==> src/rtl/evcap_pkg.sv <==
// Shared types and default sizes for the event timestamp capture block.
// The top level uses these defaults for its parameters. EVCAP_SYNC_EN is the
// optional input-synchronizer build macro, consumed in event_timestamp_capture.sv.
package evcap_pkg;

  localparam int EVCAP_NUM_CH = 4;
  localparam int EVCAP_TS_W   = 16;
  localparam int EVCAP_DEPTH  = 8;

  // One captured event at the default sizes: which lines moved, when, and to what.
  typedef struct packed {
    logic [EVCAP_NUM_CH-1:0] mask;
    logic [EVCAP_TS_W-1:0]   ts;
    logic [EVCAP_NUM_CH-1:0] level;
  } evcap_rec_t;

  typedef enum logic {
    DISARMED = 1'b0,
    ARMED    = 1'b1
  } evcap_state_e;

endpackage

==> src/rtl/event_timestamp_capture_if.sv <==
// Record stream from the capture block to a downstream checker/logger.
// master = capture block (producer), slave = consumer.
interface event_timestamp_capture_if #(
  parameter int NUM_CH = 4,
  parameter int TS_W   = 16,
  parameter int DEPTH  = 8
);
  logic                     ev_valid;
  logic                     ev_ready;
  logic [NUM_CH-1:0]        ev_mask;
  logic [TS_W-1:0]          ev_ts;
  logic [NUM_CH-1:0]        ev_level;
  logic [$clog2(DEPTH):0]   ev_count;
  logic                     overflow;

  modport master (
    output ev_valid, ev_mask, ev_ts, ev_level, ev_count, overflow,
    input  ev_ready
  );

  modport slave (
    input  ev_valid, ev_mask, ev_ts, ev_level, ev_count, overflow,
    output ev_ready
  );
endinterface

==> src/rtl/evcap_fifo.sv <==
// Generic first-word fall-through FIFO. The head entry is visible on dout
// whenever empty is low. A push while full is accepted only if a pop happens
// in the same cycle; clr flushes everything and wins over push/pop.
module evcap_fifo #(
  parameter int WIDTH = 8,
  parameter int DEPTH = 8
) (
  input  logic                   clk,
  input  logic                   rstn,
  input  logic                   clr,
  input  logic                   push,
  input  logic [WIDTH-1:0]       din,
  output logic                   full,
  input  logic                   pop,
  output logic [WIDTH-1:0]       dout,
  output logic                   empty,
  output logic [$clog2(DEPTH):0] count
);
  localparam int AW = $clog2(DEPTH);

  logic [WIDTH-1:0] mem_q [DEPTH];
  logic [AW-1:0]    wr_ptr_q;
  logic [AW-1:0]    rd_ptr_q;
  logic [AW:0]      count_q;
  logic             wr_en;
  logic             rd_en;

  assign rd_en = pop && !empty;
  assign wr_en = push && (!full || rd_en);

  // Storage array; no reset so it maps onto distributed RAM.
  always_ff @(posedge clk) begin
    if (wr_en && !clr) begin
      mem_q[wr_ptr_q] <= din;
    end
  end

  // Pointer and occupancy bookkeeping.
  always_ff @(posedge clk or negedge rstn) begin
    if (!rstn) begin
      wr_ptr_q <= '0;
      rd_ptr_q <= '0;
      count_q  <= '0;
    end else if (clr) begin
      wr_ptr_q <= '0;
      rd_ptr_q <= '0;
      count_q  <= '0;
    end else begin
      if (wr_en) wr_ptr_q <= wr_ptr_q + AW'(1);
      if (rd_en) rd_ptr_q <= rd_ptr_q + AW'(1);
      case ({wr_en, rd_en})
        2'b10:   count_q <= count_q + (AW+1)'(1);
        2'b01:   count_q <= count_q - (AW+1)'(1);
        default: count_q <= count_q;
      endcase
    end
  end

  assign full  = (count_q == (AW+1)'(DEPTH));
  assign empty = (count_q == '0);
  assign count = count_q;
  assign dout  = mem_q[rd_ptr_q];

endmodule

==> src/rtl/event_timestamp_capture.sv <==
// Event timestamp capture: records every cycle in which any monitored line
// changes as {mask, timestamp, new levels} into a FWFT FIFO.
// Build option: define EVCAP_SYNC_EN to pass ch_in through a 2-flop
// synchronizer per bit (adds two cycles of latency).
module event_timestamp_capture
  import evcap_pkg::*;
#(
  parameter int NUM_CH = EVCAP_NUM_CH,
  parameter int TS_W   = EVCAP_TS_W,
  parameter int DEPTH  = EVCAP_DEPTH
) (
  input  logic                      clk,
  input  logic                      rstn,
  input  logic                      clr,
  input  logic [NUM_CH-1:0]         ch_in,
  event_timestamp_capture_if.master ev_if
);
  localparam int REC_W = 2 * NUM_CH + TS_W;

  logic [NUM_CH-1:0]      sampled;
  logic [NUM_CH-1:0]      prev_q;
  logic [NUM_CH-1:0]      changed;
  logic [TS_W-1:0]        ts_q;
  evcap_state_e           state_q;
  logic                   overflow_q;
  logic                   push_req;
  logic                   pop_req;
  logic                   fifo_full;
  logic                   fifo_empty;
  logic [REC_W-1:0]       rec_din;
  logic [REC_W-1:0]       rec_dout;
  logic [$clog2(DEPTH):0] fifo_count;

`ifdef EVCAP_SYNC_EN
  logic [NUM_CH-1:0] sync1_q;
  logic [NUM_CH-1:0] sync2_q;

  for (genvar gi = 0; gi < NUM_CH; gi++) begin : g_sync
    // Two-flop synchronizer for one asynchronous input line.
    always_ff @(posedge clk or negedge rstn) begin
      if (!rstn) begin
        sync1_q[gi] <= 1'b0;
        sync2_q[gi] <= 1'b0;
      end else begin
        sync1_q[gi] <= ch_in[gi];
        sync2_q[gi] <= sync1_q[gi];
      end
    end
  end

  assign sampled = sync2_q;
`else
  assign sampled = ch_in;
`endif

  assign changed  = sampled ^ prev_q;
  assign pop_req  = !fifo_empty && ev_if.ev_ready && !clr;
  assign push_req = (state_q == ARMED) && (changed != '0) && !clr;
  assign rec_din  = {changed, ts_q, sampled};

  // Free-running timestamp; wraps silently, zeroed by clr.
  always_ff @(posedge clk or negedge rstn) begin
    if (!rstn)    ts_q <= '0;
    else if (clr) ts_q <= '0;
    else          ts_q <= ts_q + TS_W'(1);
  end

  // Arm FSM: the first cycle after reset/clr only learns the current levels.
  always_ff @(posedge clk or negedge rstn) begin
    if (!rstn) begin
      state_q <= DISARMED;
      prev_q  <= '0;
    end else if (clr) begin
      state_q <= DISARMED;
    end else begin
      prev_q <= sampled;
      case (state_q)
        DISARMED: state_q <= ARMED;
        ARMED:    state_q <= ARMED;
        default:  state_q <= DISARMED;
      endcase
    end
  end

  // Sticky overflow: a record arrived while full with nothing leaving.
  always_ff @(posedge clk or negedge rstn) begin
    if (!rstn)                                      overflow_q <= 1'b0;
    else if (clr)                                   overflow_q <= 1'b0;
    else if (push_req && fifo_full && !pop_req)     overflow_q <= 1'b1;
  end

  evcap_fifo #(
    .WIDTH (REC_W),
    .DEPTH (DEPTH)
  ) u_fifo (
    .clk   (clk),
    .rstn  (rstn),
    .clr   (clr),
    .push  (push_req),
    .din   (rec_din),
    .full  (fifo_full),
    .pop   (pop_req),
    .dout  (rec_dout),
    .empty (fifo_empty),
    .count (fifo_count)
  );

  // Record fields are forced to zero while empty so reset values are clean.
  assign ev_if.ev_valid = !fifo_empty;
  assign ev_if.ev_mask  = fifo_empty ? '0 : rec_dout[REC_W-1 -: NUM_CH];
  assign ev_if.ev_ts    = fifo_empty ? '0 : rec_dout[NUM_CH +: TS_W];
  assign ev_if.ev_level = fifo_empty ? '0 : rec_dout[NUM_CH-1:0];
  assign ev_if.ev_count = fifo_count;
  assign ev_if.overflow = overflow_q;

endmodule

==> src/flat_wrapper.sv <==
// flat-port wrapper written by rule: the top's interface ports become plain ports
module event_timestamp_capture_flat import evcap_pkg::*;
#(
  parameter int NUM_CH = EVCAP_NUM_CH,
  parameter int TS_W   = EVCAP_TS_W,
  parameter int DEPTH  = EVCAP_DEPTH
)
  (clk, rstn, clr, ch_in, ev_if_ev_valid, ev_if_ev_mask, ev_if_ev_ts, ev_if_ev_level, ev_if_ev_count, ev_if_overflow, ev_if_ev_ready);
  event_timestamp_capture_if #(.NUM_CH(NUM_CH), .TS_W(TS_W), .DEPTH(DEPTH)) ev_if_i ();
  input  logic clk;
  input  logic rstn;
  input  logic clr;
  input  logic [NUM_CH-1:0] ch_in;
  output wire logic [$bits(ev_if_i.ev_valid)-1:0] ev_if_ev_valid;
  output wire logic [$bits(ev_if_i.ev_mask)-1:0] ev_if_ev_mask;
  output wire logic [$bits(ev_if_i.ev_ts)-1:0] ev_if_ev_ts;
  output wire logic [$bits(ev_if_i.ev_level)-1:0] ev_if_ev_level;
  output wire logic [$bits(ev_if_i.ev_count)-1:0] ev_if_ev_count;
  output wire logic [$bits(ev_if_i.overflow)-1:0] ev_if_overflow;
  input wire logic [$bits(ev_if_i.ev_ready)-1:0] ev_if_ev_ready;
  assign ev_if_ev_valid = ev_if_i.ev_valid;
  assign ev_if_ev_mask = ev_if_i.ev_mask;
  assign ev_if_ev_ts = ev_if_i.ev_ts;
  assign ev_if_ev_level = ev_if_i.ev_level;
  assign ev_if_ev_count = ev_if_i.ev_count;
  assign ev_if_overflow = ev_if_i.overflow;
  assign ev_if_i.ev_ready = ev_if_ev_ready;
  event_timestamp_capture #(.NUM_CH(NUM_CH), .TS_W(TS_W), .DEPTH(DEPTH)) u_core (.clk(clk), .rstn(rstn), .clr(clr), .ch_in(ch_in), .ev_if(ev_if_i));
endmodule
==> config.mk <==
export PLATFORM = sky130hd
export DESIGN_NAME = event_timestamp_capture_flat
export DESIGN_NICKNAME = d
export VERILOG_FILES = /design/src/rtl/evcap_pkg.sv /design/src/rtl/event_timestamp_capture_if.sv /design/src/rtl/evcap_fifo.sv /design/src/rtl/event_timestamp_capture.sv /design/src/flat_wrapper.sv
export SDC_FILE = /design/constraint.sdc
export NUM_CORES = 1
export LEC_CHECK = 0
export CAP_MARGIN = 20
export CORE_MARGIN = 4
export CORE_UTILIZATION = 30
export DETAILED_ROUTE_END_ITERATION = 8
export MAX_ROUTING_LAYER = met4
export PLACE_DENSITY_LB_ADDON = 0.12
export RECOVER_POWER = 100
export SLEW_MARGIN = 20
export SYNTH_ARGS = -nofsm -noshare
export SYNTH_HDL_FRONTEND = slang
export SYNTH_SLANG_ARGS = --single-unit
==> constraint.sdc <==
create_clock -name clk -period 3.79 [get_ports clk]
set_input_delay 0.758 -clock clk [delete_from_list [all_inputs] [get_ports clk]]
set_output_delay 0.758 -clock clk [all_outputs]
set_load 0.02 [all_outputs]
* After elaboration in Yosys (flattened, before gate mapping)
Memories as Yosys holds them, arrays and structs flattened.
Cells that the tools add are included.
** Storage, ports and cells
- Register bits :: 32
- Bits in writable memories :: 192
- Input bits :: 8
- Logic and storage cells :: 52
- Memories :: 1
** Operators by class
- Add/subtract/negate cells :: 5
- Equal/unequal tests :: 3
- Multiplexer cells :: 15
- Bitwise logic cells :: 1
- Reductions and logical operators :: 20
** Memories
- u_core.u_fifo.mem_q :: depth 8, bits a word 24, read ports 1, clocked after memory_dff 0, write ports 1, line evcap_fifo.sv:21 : logic [WIDTH-1:0] mem_q [DEPTH];
** Operator list (count)
- two-way mux 16 bit :: 2
- adder 16 x 1 -> 16 bit (second input constant) :: 1
- two-way mux 3 bit :: 4
- two-way mux 4 bit :: 3
- logical AND 1 bit :: 9
- one-hot mux 4 bit (2 select lines) :: 1
- adder 3 x 1 -> 3 bit (second input constant) :: 2
- nonzero test 2 bit :: 3
- two-way mux 1 bit :: 5
- adder 4 x 1 -> 4 bit (second input constant) :: 1
- == test 4 bit (second input constant) :: 1
- zero test 1 bit :: 4
- zero test 4 bit :: 1
- nonzero test 4 bit :: 1
- subtractor 4 x 1 -> 4 bit (second input constant) :: 1
- bitwise XOR 4 bit :: 1
- nonzero test 3 bit :: 1
- == test 2 x 1 -> 1 bit (second input constant) :: 1
- == test 2 bit (second input constant) :: 1
- logical OR 1 bit :: 1

* Depth between registers and ports, before layout
- Depth after elaboration :: 10
- Depth in mapped cells :: 8
- Mapped depth without buffers :: 8

* Hierarchy
From an unflattened synthesis, not the netlist that was laid out.
** Unflattened totals
- Cell total of the unflattened synthesis :: 485
- Area, all modules :: 9180.1 µm²
** Modules (own cells, without submodules)
- evcap_fifo :: instances 1, cells each 356, area each 7933.9 µm²
- event_timestamp_capture :: instances 1, cells each 129, area each 1246.2 µm²

* Worst setup path before layout
OpenSTA, ideal clock, no wires.
- Path kind :: input port to flip-flop
- Start point :: in ch_in[3]
- End point :: mem u_core.u_fifo.mem_q[0][0] (netlist name) (enable)
- Arrival time :: 3913 ps
- Data required time :: 3324 ps
- Slack :: -589 ps
- Stages on the path :: 5
- Buffers on the path :: 1
- Cell sequence :: xor2_1 > o41a_1 > buf_6 > nand2_1 > nor4_1
** Between the ends
- Word-level cells in the longest chain between the ends :: 8
** Ends and longest elaborated chain
- from (decl) :: line flat_wrapper.sv:13 : input logic [NUM_CH-1:0] ch_in;
- bitwise XOR 4 bit :: line event_timestamp_capture.sv:56 : assign changed = sampled ^ prev_q;
- nonzero test 4 bit :: line event_timestamp_capture.sv:58 : assign push_req = (state_q == ARMED) && (changed != '0) && !clr;
- logical AND 1 bit (2 in series) :: line event_timestamp_capture.sv:58
- logical AND 1 bit :: line evcap_fifo.sv:29 : assign wr_en = push && (!full || rd_en);
- logical AND 1 bit :: line evcap_fifo.sv:33 : if (wr_en && !clr) begin
- two-way mux 1 bit :: line evcap_fifo.sv:33
- two-way mux 1 bit (not written as such) :: line evcap_fifo.sv:34 : mem_q[wr_ptr_q] <= din;
- to (decl) :: line evcap_fifo.sv:21
No other way between the ends.

* Worst setup path after layout
- Start point :: reg u_core.u_fifo.count_q[1] (netlist: u_core.u_fifo.count[1])
- End point :: out ev_if_ev_ts[5]
** Between the ends
- Word-level cells in the longest chain between the ends :: 2
** Ends and longest elaborated chain
- from (decl) :: line evcap_fifo.sv:24 : logic [AW:0] count_q;
- from (signal assigned) :: line evcap_fifo.sv:52 : 2'b10: count_q <= count_q + (AW+1)'(1);
- from (signal assigned) :: line evcap_fifo.sv:53 : 2'b01: count_q <= count_q - (AW+1)'(1);
- from (signal assigned) :: line evcap_fifo.sv:54 : default: count_q <= count_q;
- zero test 4 bit :: line evcap_fifo.sv:60 : assign empty = (count_q == '0);
- two-way mux 16 bit :: line event_timestamp_capture.sv:111 : assign ev_if.ev_ts = fifo_empty ? '0 : rec_dout[NUM_CH +: TS_W];
- to (decl) :: line flat_wrapper.sv:16 : output wire logic [$bits(ev_if_i.ev_ts)-1:0] ev_if_ev_ts;
No other way between the ends.

==> results.sh <==
export IMPL_placeableCoreArea_sq_um=29600
export IMPL_worst_ep_arrival_time_ns=2.84
export IMPL_finClkSkew_ns=0.0219
export IMPL_fin_max_slew_vios=33
export IMPL_initial_core_util_pct=30.4
export IMPL_numClockSinks=224
export IMPL_fill_cells=2839
export IMPL_gr_usage_all_layers_pct=12.5
export IMPL_detailroute_via_count=4614
export IMPL_post_place_ws_ns=0.0971
export IMPL_leakage_nw=3.48
export IMPL_net_switching_power_mw=1.72
export IMPL_ant_nets=0
export IMPL_overflow=0
export IMPL_clock_tree_root_cell="clkbuf_16"
export IMPL_clk_insertion_delay_late_ns=0.52
export IMPL_dp_final_hpwl_microns=11800
export IMPL_worst_max_slew_margin_expressed_relative_to_the_limit_pct=-33.2
export IMPL_die_h_microns=181
export IMPL_postSynth_asyncResetShare_pct=14.3
export IMPL_top_library_cells_by_usage_in_the_layout_fill_and_taps_aside="edfxtp_1 (192), mux4_2 (48), nor2_1 (44)"
export IMPL_clock_fmax_mhz=278
export IMPL_largest_net_degree_at_the_start_of_global_routing=33
export IMPL_worst_endpoint_required_ns=3.03
export IMPL_grt_setup_unrepaired="false"
export IMPL_final_worst_path_setup_slack_ns=0.194
export IMPL_synth_main_ff_cell="edfxtp_1"
export IMPL_drt_vias_per_instance=4.79
export IMPL_intPower_mw=4.61
export IMPL_num_cts_buffers=25
export IMPL_min_path_type="flop to flop"
export IMPL_final_setup_viol_count=0
export IMPL_status="finished with violations"
export IMPL_number_of_antenna_violations_at_the_first_check_in_global_routing=0
export IMPL_post_route_cells_drive_above_1_share_pct=19.0
export IMPL_min_period_over_period_pct=94.9
export IMPL_fin_worst_hold_slack_ns=0.508
export IMPL_drt_pass1_iterations=4
export IMPL_post_cts_buffers=0
export IMPL_placementRows=63
export IMPL_max_vdd_drop_uv=358
export IMPL_final_instance_count_excl_fill=964
export IMPL_violated_checks="capacitance limit, slew limit"
export IMPL_synth_edf_count=192
export IMPL_worst_setup_path_start_kind="flop"
export IMPL_cts_path_max_buffers=3
export IMPL_fraction_of_the_yosys_area_taken_by_sequential_cells_pct=73.0
export IMPL_finalSetupTns_ns=0
export IMPL_floorplan_die_width_microns=181
export IMPL_yosys_warnings=0
export IMPL_path_max_fanout=26
export IMPL_post_cts_hold_buffer_count=0
export IMPL_max_cap_violations=1
export IMPL_synth_ff_latch_count=224
export IMPL_via_count_of_the_first_global_routing_pass=5061
export IMPL_seq_area_sq_um=6570
export IMPL_design_die_area_sq_um=32800
export IMPL_detail_route_wirelength_microns=20000
export IMPL_drt_wirelength_per_cell_microns=20.7
export IMPL_power_share_sequential_pct=44.4
export IMPL_comb_power_share_pct=20.2
export IMPL_post_cts_resize_count=0
export IMPL_post_route_min_period_ns=3.60
export IMPL_io_buffer_count=37
export IMPL_detail_route_drc_violations=0
export IMPL_routabilityCongestion=0.726
export IMPL_worstMarginPinSlew_ns=2.00
export IMPL_drt_iter0_markers=261
export IMPL_tritoncts_clock_tree="done"
export IMPL_worst_setup_path_type="flop to primary output"
export IMPL_clk_pin_slew_worst_paths_ns=0.06
export IMPL_endpoint_kind="primary output"
export IMPL_layout_area_overhead_vs_synth_pct=18.7
export IMPL_finalNetCount=570
export IMPL_final_core_utilization_pct=36.0
export IMPL_yosys_cell_types_count=43
export IMPL_pwr_share_clk_pct=35.4
export IMPL_total_count_of_hold_check_failures_in_the_final_report=0
export IMPL_htree_levels=1
export IMPL_layout_commonest_cell="edfxtp_1"
export IMPL_ios=38
export IMPL_antennaDiodeCount=0
export IMPL_multi_input_combinational_cell_area_sq_um=2300
export IMPL_synthesis_instances=479
export IMPL_synth_net_count=493
export IMPL_netSwitchingFraction_pct=27.1
export IMPL_avgSynthCellArea_sq_um=18.8
export IMPL_netlist_area_sq_um=9000
export IMPL_grt_pass1_wl_microns=31000
export IMPL_cellPowerDensity_nw_per_um2=592
export IMPL_place_inst=919
-- path summary, 6_finish.rpt --
path | slack, ns | endpoint | cells past startpoint | start
setup / recovery | 0.19 | ev_if_ev_ts[5] | 4 | u_core.u_fifo.count[1]$_DFFE_PN0P_
min in group asynchronous | 0.80 | u_core.state_q$_DFF_PN0_ | 1 | rstn
hold reg to reg | 0.51 | u_core.ev_if.overflow$_DFFE_PN0P_ | 2 | u_core.ev_if.overflow$_DFFE_PN0P_
setup reg to reg | 0.59 | u_core.u_fifo.count[3]$_DFFE_PN0P_ | 9 | u_core.u_fifo.count[1]$_DFFE_PN0P_
max in group asynchronous | 1.58 | u_core.u_fifo.rd_ptr_q[0]$_DFFE_PN0P_ | 1 | rstn
hold / removal | 0.51 | u_core.ev_if.overflow$_DFFE_PN0P_ | 2 | u_core.ev_if.overflow$_DFFE_PN0P_
-- synth_stat cells (2+ instances only) --
cell,n,area share (%)
inv_1,3,0.13
nor2_1,45,1.9
or3_1,5,0.35
mux4_2,48,12
a21o_1,2,0.17
nor4_1,6,0.42
xor2_1,8,0.78
xnor2_1,10,0.97
a31oi_1,2,0.14
nor3_1,10,0.56
clkbuf_1,11,0.46
mux2i_1,28,3.1
nor2b_1,2,0.14
o21ai_0,5,0.28
buf_6,2,0.25
edfxtp_1,192,64
ha_1,5,0.70
mux2_2,4,0.50
buf_2,6,0.33
dfrtp_1,32,8.9
buf_1,2,0.083
nand4_1,4,0.28
a21oi_1,5,0.28
nand3_1,9,0.50
nand2b_1,3,0.21
a2111oi_0,2,0.19
nand2_1,12,0.50
-- power groups by stage --
stage | logic [mW] | clock network (mW) | registers, mW
floorplan | 0.807 | 0 | 2.84
global placement | 1.36 | 0 | 2.86
detailed placement | 1.37 | 0 | 2.87
CTS | 1.37 | 2.33 | 2.81
global route | 1.39 | 2.42 | 2.82
finish | 1.28 | 2.24 | 2.81
-- worst max-delay path, cell delays in order, from the launching register on --
cell and delay, ns:
dfrtp_1 0.50, nor4_4 0.31, buf_2 0.67, nor2_1 0.13, dlygate4sd3_1 0.69
-- cells by family (layout without fill, tap and decap cells) --
family          after synthesis  in the layout  synth area share (%)
compound gates               23             23                  1.70
xor+xnor                     18             18                  1.75
fa+ha+maj                     6              6                 0.918
buf+inv                      26            121                  1.33
flops                       224            224                  73.0
mux                          82             82                  16.0
simple gates                100            100                  5.30
-- area by class of cell --
cell class / instances / area share [%]
Multi-Input combinational cell: 229 / 21.6
Clock buffer: 34 / 6.27
Sequential cell: 224 / 61.5
Timing Repair Buffer: 71 / 5.15
Inverter: 5 / 0.176
Clock inverter: 11 / 0.773
Tap cell: 390 / 4.57
-- flip-flops by register name, summed over array words and instances, names as in the netlist --
register / cells
u_core.u_fifo.wr_ptr_q: 3
u_core.prev_q: 4
u_core.u_fifo.rd_ptr_q: 3
u_core.ts_q: 16
u_core.u_fifo.mem_q: 192
u_core.ev_if.overflow: 1
u_core.state_q: 1
u_core.u_fifo.count: 4
-- through the flow --
step	cell area [sq um]	total power [mW]
5_1_grt	10700	6.63
3_5_place_dp	10100	4.23
2_1_floorplan	9010	3.65
3_3_place_gp	10100	4.22
4_1_cts	10900	6.51
6_report	10700	6.33
-- metal layers --
layer / share of wire [%] / track usage (%)
met4: 2.6 / 3.27
met3: 2.5 / 1.93
met1: 45 / 16.3
met2: 50 / 20.8
met5: 0 / -
Power figures use the tool's default switching activity.
